File: src/rtl/btb_next_pc.sv
// Next-PC generation stage: a direct-mapped BTB with 2-bit direction counters
// picks between the EX redirect, the predicted target and PC+4 each cycle.
// EX-resolved branches train the table; two saturating counters keep stats.
`timescale 1ns/1ps
module btb_next_pc #(
    parameter int NrOfEntries = 8,
    parameter int IndexBits   = 3,
    parameter int StatBits    = 16
) (
    input  logic                clk_i,
    input  logic                rst_ni,
    input  logic [31:0]         pc_i,
    input  logic                ex_valid_i,
    input  logic [31:0]         ex_pc_i,
    input  logic                ex_taken_i,
    input  logic [31:0]         ex_target_i,
    input  logic                ex_redirect_i,
    input  logic [31:0]         ex_correct_pc_i,
    output logic [31:0]         next_pc_o,
    output logic                pred_taken_o,
    output logic [31:0]         pred_target_o,
    output logic [StatBits-1:0] branch_count_o,
    output logic [StatBits-1:0] mispredict_count_o
);

    localparam int TagBits = 32 - IndexBits - 2;

    // Table storage, one slot per index.
    logic               valid_q  [NrOfEntries];
    logic [TagBits-1:0] tag_q    [NrOfEntries];
    logic [29:0]        target_q [NrOfEntries];
    logic [1:0]         ctr_q    [NrOfEntries];

    logic [StatBits-1:0] branch_count_q, branch_count_d;
    logic [StatBits-1:0] mispredict_count_q, mispredict_count_d;

    // Fetch-side lookup fields.
    logic [IndexBits-1:0] rd_idx;
    logic [TagBits-1:0]   rd_tag;
    logic                 rd_hit;

    // Training-side fields.
    logic [IndexBits-1:0] ex_idx;
    logic [TagBits-1:0]   ex_tag;
    logic                 ex_hit;
    logic [1:0]           ex_ctr_d;

    // Word-offset bits never take part in indexing, tagging or targets.
    logic unused_addr_bits;
    assign unused_addr_bits = ^{pc_i[1:0], ex_pc_i[1:0], ex_target_i[1:0]};

    assign rd_idx = pc_i[IndexBits+1:2];
    assign rd_tag = pc_i[31:IndexBits+2];
    assign ex_idx = ex_pc_i[IndexBits+1:2];
    assign ex_tag = ex_pc_i[31:IndexBits+2];

    // Zero-latency lookup and next-PC selection; reads pre-edge table contents.
    always_comb begin
        // NOTE: every combinational output gets a default first so no path can infer a latch.
        next_pc_o     = pc_i + 32'd4;
        rd_hit        = valid_q[rd_idx] && (tag_q[rd_idx] == rd_tag);
        pred_taken_o  = rd_hit && ctr_q[rd_idx][1];
        pred_target_o = rd_hit ? {target_q[rd_idx], 2'b00} : 32'h0;
        if (ex_redirect_i) begin
            next_pc_o = ex_correct_pc_i;
        end else if (pred_taken_o) begin
            next_pc_o = pred_target_o;
        end
    end

    // Training-side hit detection and saturating counter step.
    always_comb begin
        ex_hit   = valid_q[ex_idx] && (tag_q[ex_idx] == ex_tag);
        ex_ctr_d = ctr_q[ex_idx];
        if (ex_taken_i) begin
            if (ctr_q[ex_idx] != 2'b11) ex_ctr_d = ctr_q[ex_idx] + 2'd1;
        end else begin
            if (ctr_q[ex_idx] != 2'b00) ex_ctr_d = ctr_q[ex_idx] - 2'd1;
        end
    end

    // Saturating statistics, next-state.
    always_comb begin
        branch_count_d     = branch_count_q;
        mispredict_count_d = mispredict_count_q;
        if (ex_valid_i && (branch_count_q != '1)) begin
            branch_count_d = branch_count_q + 1'b1;
        end
        if (ex_redirect_i && (mispredict_count_q != '1)) begin
            mispredict_count_d = mispredict_count_q + 1'b1;
        end
    end

    // Table update from EX resolution: train on hit, allocate on taken miss.
    always_ff @(posedge clk_i or negedge rst_ni) begin
        if (!rst_ni) begin
            // NOTE: the table is cleared by the async reset because a stale valid bit would
            // otherwise drive a prediction straight out of reset; this costs a reset on every entry.
            for (int i = 0; i < NrOfEntries; i++) begin
                valid_q[i]  <= 1'b0;
                tag_q[i]    <= '0;
                target_q[i] <= '0;
                ctr_q[i]    <= 2'b01;
            end
        end else if (ex_valid_i) begin
            if (ex_hit) begin
                // NOTE: state uses non-blocking assignment so every read in this edge sees pre-edge values.
                ctr_q[ex_idx] <= ex_ctr_d;
                if (ex_taken_i) target_q[ex_idx] <= ex_target_i[31:2];
            end else if (ex_taken_i) begin
                valid_q[ex_idx]  <= 1'b1;
                tag_q[ex_idx]    <= ex_tag;
                target_q[ex_idx] <= ex_target_i[31:2];
                ctr_q[ex_idx]    <= 2'b10;
            end
        end
    end

    // Statistics registers.
    always_ff @(posedge clk_i or negedge rst_ni) begin
        if (!rst_ni) begin
            branch_count_q     <= '0;
            mispredict_count_q <= '0;
        end else begin
            branch_count_q     <= branch_count_d;
            mispredict_count_q <= mispredict_count_d;
        end
    end

    assign branch_count_o     = branch_count_q;
    assign mispredict_count_o = mispredict_count_q;

endmodule

File: config.mk
export PLATFORM = sky130hd
export DESIGN_NAME = btb_next_pc
export DESIGN_NICKNAME = d
export VERILOG_FILES = /design/src/rtl/btb_next_pc.sv
export SDC_FILE = /design/constraint.sdc
export NUM_CORES = 1
export LEC_CHECK = 0
export BUFFER_PORTS_ARGS = -buffer_cell sky130_fd_sc_hd__buf_2
export CAP_MARGIN = 0
export CORE_ASPECT_RATIO = 0.8
export CORE_MARGIN = 5
export CORE_UTILIZATION = 60
export DETAILED_ROUTE_END_ITERATION = 8
export HOLD_SLACK_MARGIN = 0.12
export PLACE_DENSITY = 0.8
export SYNTH_ARGS = -nofsm -noshare
export SYNTH_HDL_FRONTEND = slang
export SYNTH_SLANG_ARGS = --single-unit
File: constraint.sdc
create_clock -name clk_i -period 8.2 [get_ports clk_i]
set_input_delay 1.64 -clock clk_i [delete_from_list [all_inputs] [get_ports clk_i]]
set_output_delay 1.64 -clock clk_i [all_outputs]
set_load 0.05 [all_outputs]
# == After elaboration in Yosys (flattened, before gate mapping) ==
# Index checks and enable logic that the tools add are counted.
# word_totals
reg_bits,512
out_inout_bits,97
elab_cells,105
# op_classes
add_sub_neg,5
n_lt_le_gt_ge,3
eq_ne,5
mux,40
bitwise,7
n_reduce_logical,11
# ops
op,count
$bwmux 240,1
$bwmux 216,1
$bmux 27 s3,2
$mux 27,5
$mux 32,3
$bmux 30 s3,1
$demux 30 s3,1
$mux 30,3
$demux 27 s3,1
$eq 27x27->1,2
$add 16x1->16 const B,2
$add 32x3->32 const B,1
$mux 16,2
$ne 16x16->1 const B,2
$bwmux 16,1
$mux 2,8
$or 8x8->8,2
$bmux 2 s3,2
$and 8x8->8,1
$ge 4x4->1 const B,2
$not 3->4,2
$not 8->8,1
$bmux 1 s3,2
$demux 2 s3,1
11 further kinds,22

# == Longest topological paths before layout ==
# depth
depth_word,9
ltp_mapped,14

# == Worst setup path after synthesis ==
# OpenSTA, ideal clock, no wires.
# synth_path
path_kind,input to output
startpoint,in pc_i[3]
endpoint,out next_pc_o[0]
t_arrival_ns,5.167
path_slack_ns,1.393
cell_stages,13
n_path_buf,6
cell_sequence,buf_2 -> buf_2 -> buf_2 -> buf_2 -> clkbuf_1 -> mux4_2 -> mux2i_1 -> xnor2_1 -> nor4_2 -> nand2_1 -> clkbuf_1 -> o21ai_0 -> o21ai_0
# synth_via
elab_chain_len,9
elab_cells_between_ends,15
# synth_rtl
item,line,text
"start, declared",12,"input logic [31:0] pc_i,"
$not 3->4 (implied by the code) *,"61, 62",
$bmux 27 s3,61,rd_hit = valid_q[rd_idx] && (tag_q[rd_idx] == rd_tag);
$mux 27 (implied by the code) (2 in series),61,
$eq 27x27->1,61,
$logic_and 1x1->1,61,
$logic_and 1x1->1 *,62,pred_taken_o = rd_hit && ctr_q[rd_idx][1];
$mux 32 *,66,end else if (pred_taken_o) begin
$mux 32 *,64,if (ex_redirect_i) begin
"end, declared",19,"output logic [31:0] next_pc_o,"
# Every way passes the cells marked *; elsewhere a longest branch is shown, timed or not. The select of a mux whose other input is x is not followed.

# == Worst setup path in the final report ==
# layout_path
startpoint,in pc_i[2]
endpoint,out next_pc_o[5]
# layout_via
elab_chain_len,9
elab_cells_between_ends,20
# layout_rtl
item,line
$not 3->4 (implied by the code),"61, 62, 63"
$bmux 27 s3,61
$mux 27 (implied by the code) (2 in series),61
$eq 27x27->1,61
$logic_and 1x1->1,61
$mux 32 or $logic_and 1x1->1 (tied branches),"63, 62"
$mux 32 *,66
$mux 32 *,64
# Marks and branches as above.

==> key figures <==
Clock tree
  • Worst-Skew Late Latency: 0.62 ns
  • Clock sink total: 512
  • PostCTS Resize Cnt: 0
  • TritonCTS clock tree: done
  • Hold buffers post-CTS: 0
  • CTS Buf Count: 51
  • Bufs on Longest Clock Path: 3
  • H-tree depth: 2
  • Post-CTS Setup Bufs: 0
  • Clock transition at path regs: 0.06 ns
  • Clock Tree Root: clkbuf_16

Critical path
  • Crit path capture type: primary output
  • Arrival time worst endpoint: 5.62 ns
  • WS Path Type: in -> out
  • Crit-path max FO: 37
  • CP Data Required Time: 6.56 ns
  • Setup crit start kind: primary input

Global route
  • Vias in the first global route: 19150
  • First-pass GRT wire length: 115700 µm
  • GRT overflow: 0
  • Pin count of the biggest net entering global routing: 147
  • Total routing usage reported by global routing: 29.02%
  • Initial antenna violation count: 16

Logic synthesis
  • Post-Syn Area: 27870 µm²
  • EDFF count, synth: 0
  • Synth top area share: 45.26%
  • Synth warn: 0
  • Top-count cell post-synth: dfrtp_1
  • Predominant post-synthesis flop cell: dfrtp_1
  • Sequential cell area fraction in the yosys report: 46.01%
  • Netlist cell types: 67
  • Synth async-reset ratio: 100.0%
  • Syn Area/Cell: 13.88 µm²
  • Mapped Cells: 2008
  • Synth area leaders: dfrtp_1, mux2_2, mux4_2
  • Synth Register Bits: 512
  • Synth cell count leaders: dfrtp_1, mux2_2, mux2_4, mux2i_1, mux4_2
  • Most area-hungry cell type in the Yosys netlist: dfrtp_1

Final layout
  • P&R area growth vs syn: 10.69%
  • Share of cells above drive strength 1: 43.56%
  • Nets@finish: 2302

Routing
  • Vias per Instance: 6.572
  • Post-DRT Antenna Nets: 0
  • Via count: 18560
  • Drt drc: 0
  • DRT iter0 DRCs: 1916
  • Drt total wl: 75450 µm
  • WL/cell: 26.72 µm
  • TritonRoute pass-1 iters: 6

Power and ir drop
  • Clock power share: 29.7%
  • Pwr Total: 7.770 mW
  • Comb pwr share: 24.8%
  • VDD IR max: 224.3 µV
  • Flop pwr share: 45.5%
  • Pwr Density: 251.9 nW/µm²
  • Leak: 14.03 nW
  • NetSw: 2.338 mW
  • Sw Share: 30.09%
  • Cell Int Power: 5.432 mW

Placed design
  • GPL Wtd Cong: 0.9079
  • Placed wire-length estimate: 49840 µm
  • Count of port buffers added during placement: 223

Timing
  • Fin crit share: 88.49%
  • RSZ-0062 raised after global routing: no
  • Final Max Tran Viols: 0
  • TNS Setup: 0 ns
  • Worst slew pin tran: 1.143 ns
  • Final hold viol count: 0
  • Tmin final: 7.256 ns
  • Skew final: 0.02678 ns
  • Maximum clock frequency: 137.8 MHz
  • Final setup viols: 0
  • Max-Slew Margin vs Limit: 23.81%

Die
  • # rows: 70
  • Die area: 50880 µm²
  • Ports: 230
  • Initial core utilization: 60.84%
  • Die X: 251.0 µm
  • Die height: 202.8 µm
  • Core Footprint: 45810 µm²

Min path
  • Hold crit path type: reg -> reg

Status
  • Outcome: complete, no violations

Run
  • Max Cap Violations: 0
[worst max-delay path: stages]
cell and delay [ns]:
buf_6 0.40, buf_4 0.50, mux4_2 0.58, mux2i_1 0.19, xnor2_1 0.09, nor2_1 0.10, nand4_1 0.17, or4_1 1.07
o21ai_0 0.40, a22o_1 0.17, buf_2 0.26
[cell families (layout without fill, tap and decap cells)]
kind of cell / after synthesis / after routing / synth area share [%]
other cells: 1 / 10 / 0.01346
mux: 737 / 737 / 35.94
compound gates: 222 / 222 / 6.236
simple gates: 250 / 250 / 4.566
fa+ha+maj: 3 / 3 / 0.1347
xor+xnor: 101 / 101 / 3.174
buf+inv: 182 / 377 / 3.920
flops: 512 / 512 / 46.01
[state kept, by name, indices dropped and copies added, names as in the netlist]
name	cells
target_q	240
tag_q	216
branch_count_o	16
ctr_q	16
mispredict_count_o	16
valid_q	8
[stage by stage]
stage          cells  cell area (µm²)  setup slack [ns]  util, %  hold WS, ns
3_3_place_gp    2725            29200             1.053    63.74       0.4549
5_1_grt         2823            30840            0.7561    67.34       0.4760
2_1_floorplan   2009            27870             1.393        -       0.4442
4_1_cts         2816            30830            0.9411    67.30       0.4689
3_5_place_dp    2725            29200             1.003    63.74       0.4597
6_report        2824            30850            0.9441    67.34       0.4725
[routing by layer]
metal | share of wire [%] | vias to the layer above | global-route usage [%]
met5 | 0.098 | - | 0
met2 | 47 | 783 | 44.72
met1 | 42 | 9715 | 40.96
met3 | 7.8 | 167 | 6.212
met4 | 3.6 | 12 | 11.22
li1 | - | 7881 | -
[worst paths after layout]
path                                              from                   endpoint  slack (ns)  cells past startpoint
worst max-delay path                           pc_i[2]               next_pc_o[5]        0.94                     11
worst min-delay path              ctr_q[6]$_DFFE_PN1P_       ctr_q[6]$_DFFE_PN1P_        0.47                      2
worst max register to register  tag_q[193]$_DFFE_PN0P_      tag_q[56]$_DFFE_PN0P_        3.96                      8
worst min register to register    ctr_q[6]$_DFFE_PN1P_       ctr_q[6]$_DFFE_PN1P_        0.47                      2
max in group asynchronous                       rst_ni  target_q[147]$_DFFE_PN0P_        5.61                      2
min in group asynchronous                       rst_ni      tag_q[64]$_DFFE_PN0P_        1.01                      1
[layout make-up]
class | instances | area [µm²]
antenna | 8 | 20.02
inverter | 17 | 63.81
timing repair buffer | 269 | 1514
fill | 3163 | 14960
sequential | 512 | 12820
clock inverter | 17 | 146.4
tap | 612 | 765.7
multi-input combinational | 1315 | 14030
clock buffer | 74 | 1483
[power groups by stage]
stage	clock [mW]	sequential (mW)	combinational, mW
detailed placement	0	3.54	1.91
global route	2.44	3.59	2.06
CTS	2.33	3.51	1.92
global placement	0	3.49	1.84
finish	2.31	3.53	1.93
floorplan	0	3.52	1.37
[placed cells by master, fill, tap and decap left out, types with 29 or more instances in the layout]
cell type | synthesis | routed
xor2_1 | 53 | 53
nand2_1 | 53 | 53
a22oi_1 | 44 | 44
mux2_4 | 152 | 152
o21ai_0 | 35 | 35
mux2_2 | 313 | 313
a22o_1 | 35 | 35
buf_2 | 34 | 218
a41oi_1 | 31 | 31
clkbuf_16 | 0 | 51
mux4_2 | 112 | 112
buf_4 | 4 | 46
dfrtp_1 | 504 | 504
mux2i_1 | 151 | 151
nor2_1 | 69 | 61
xnor2_1 | 48 | 48
nand3_1 | 29 | 29
No activity file was read; power rests on OpenSTA's default activity.
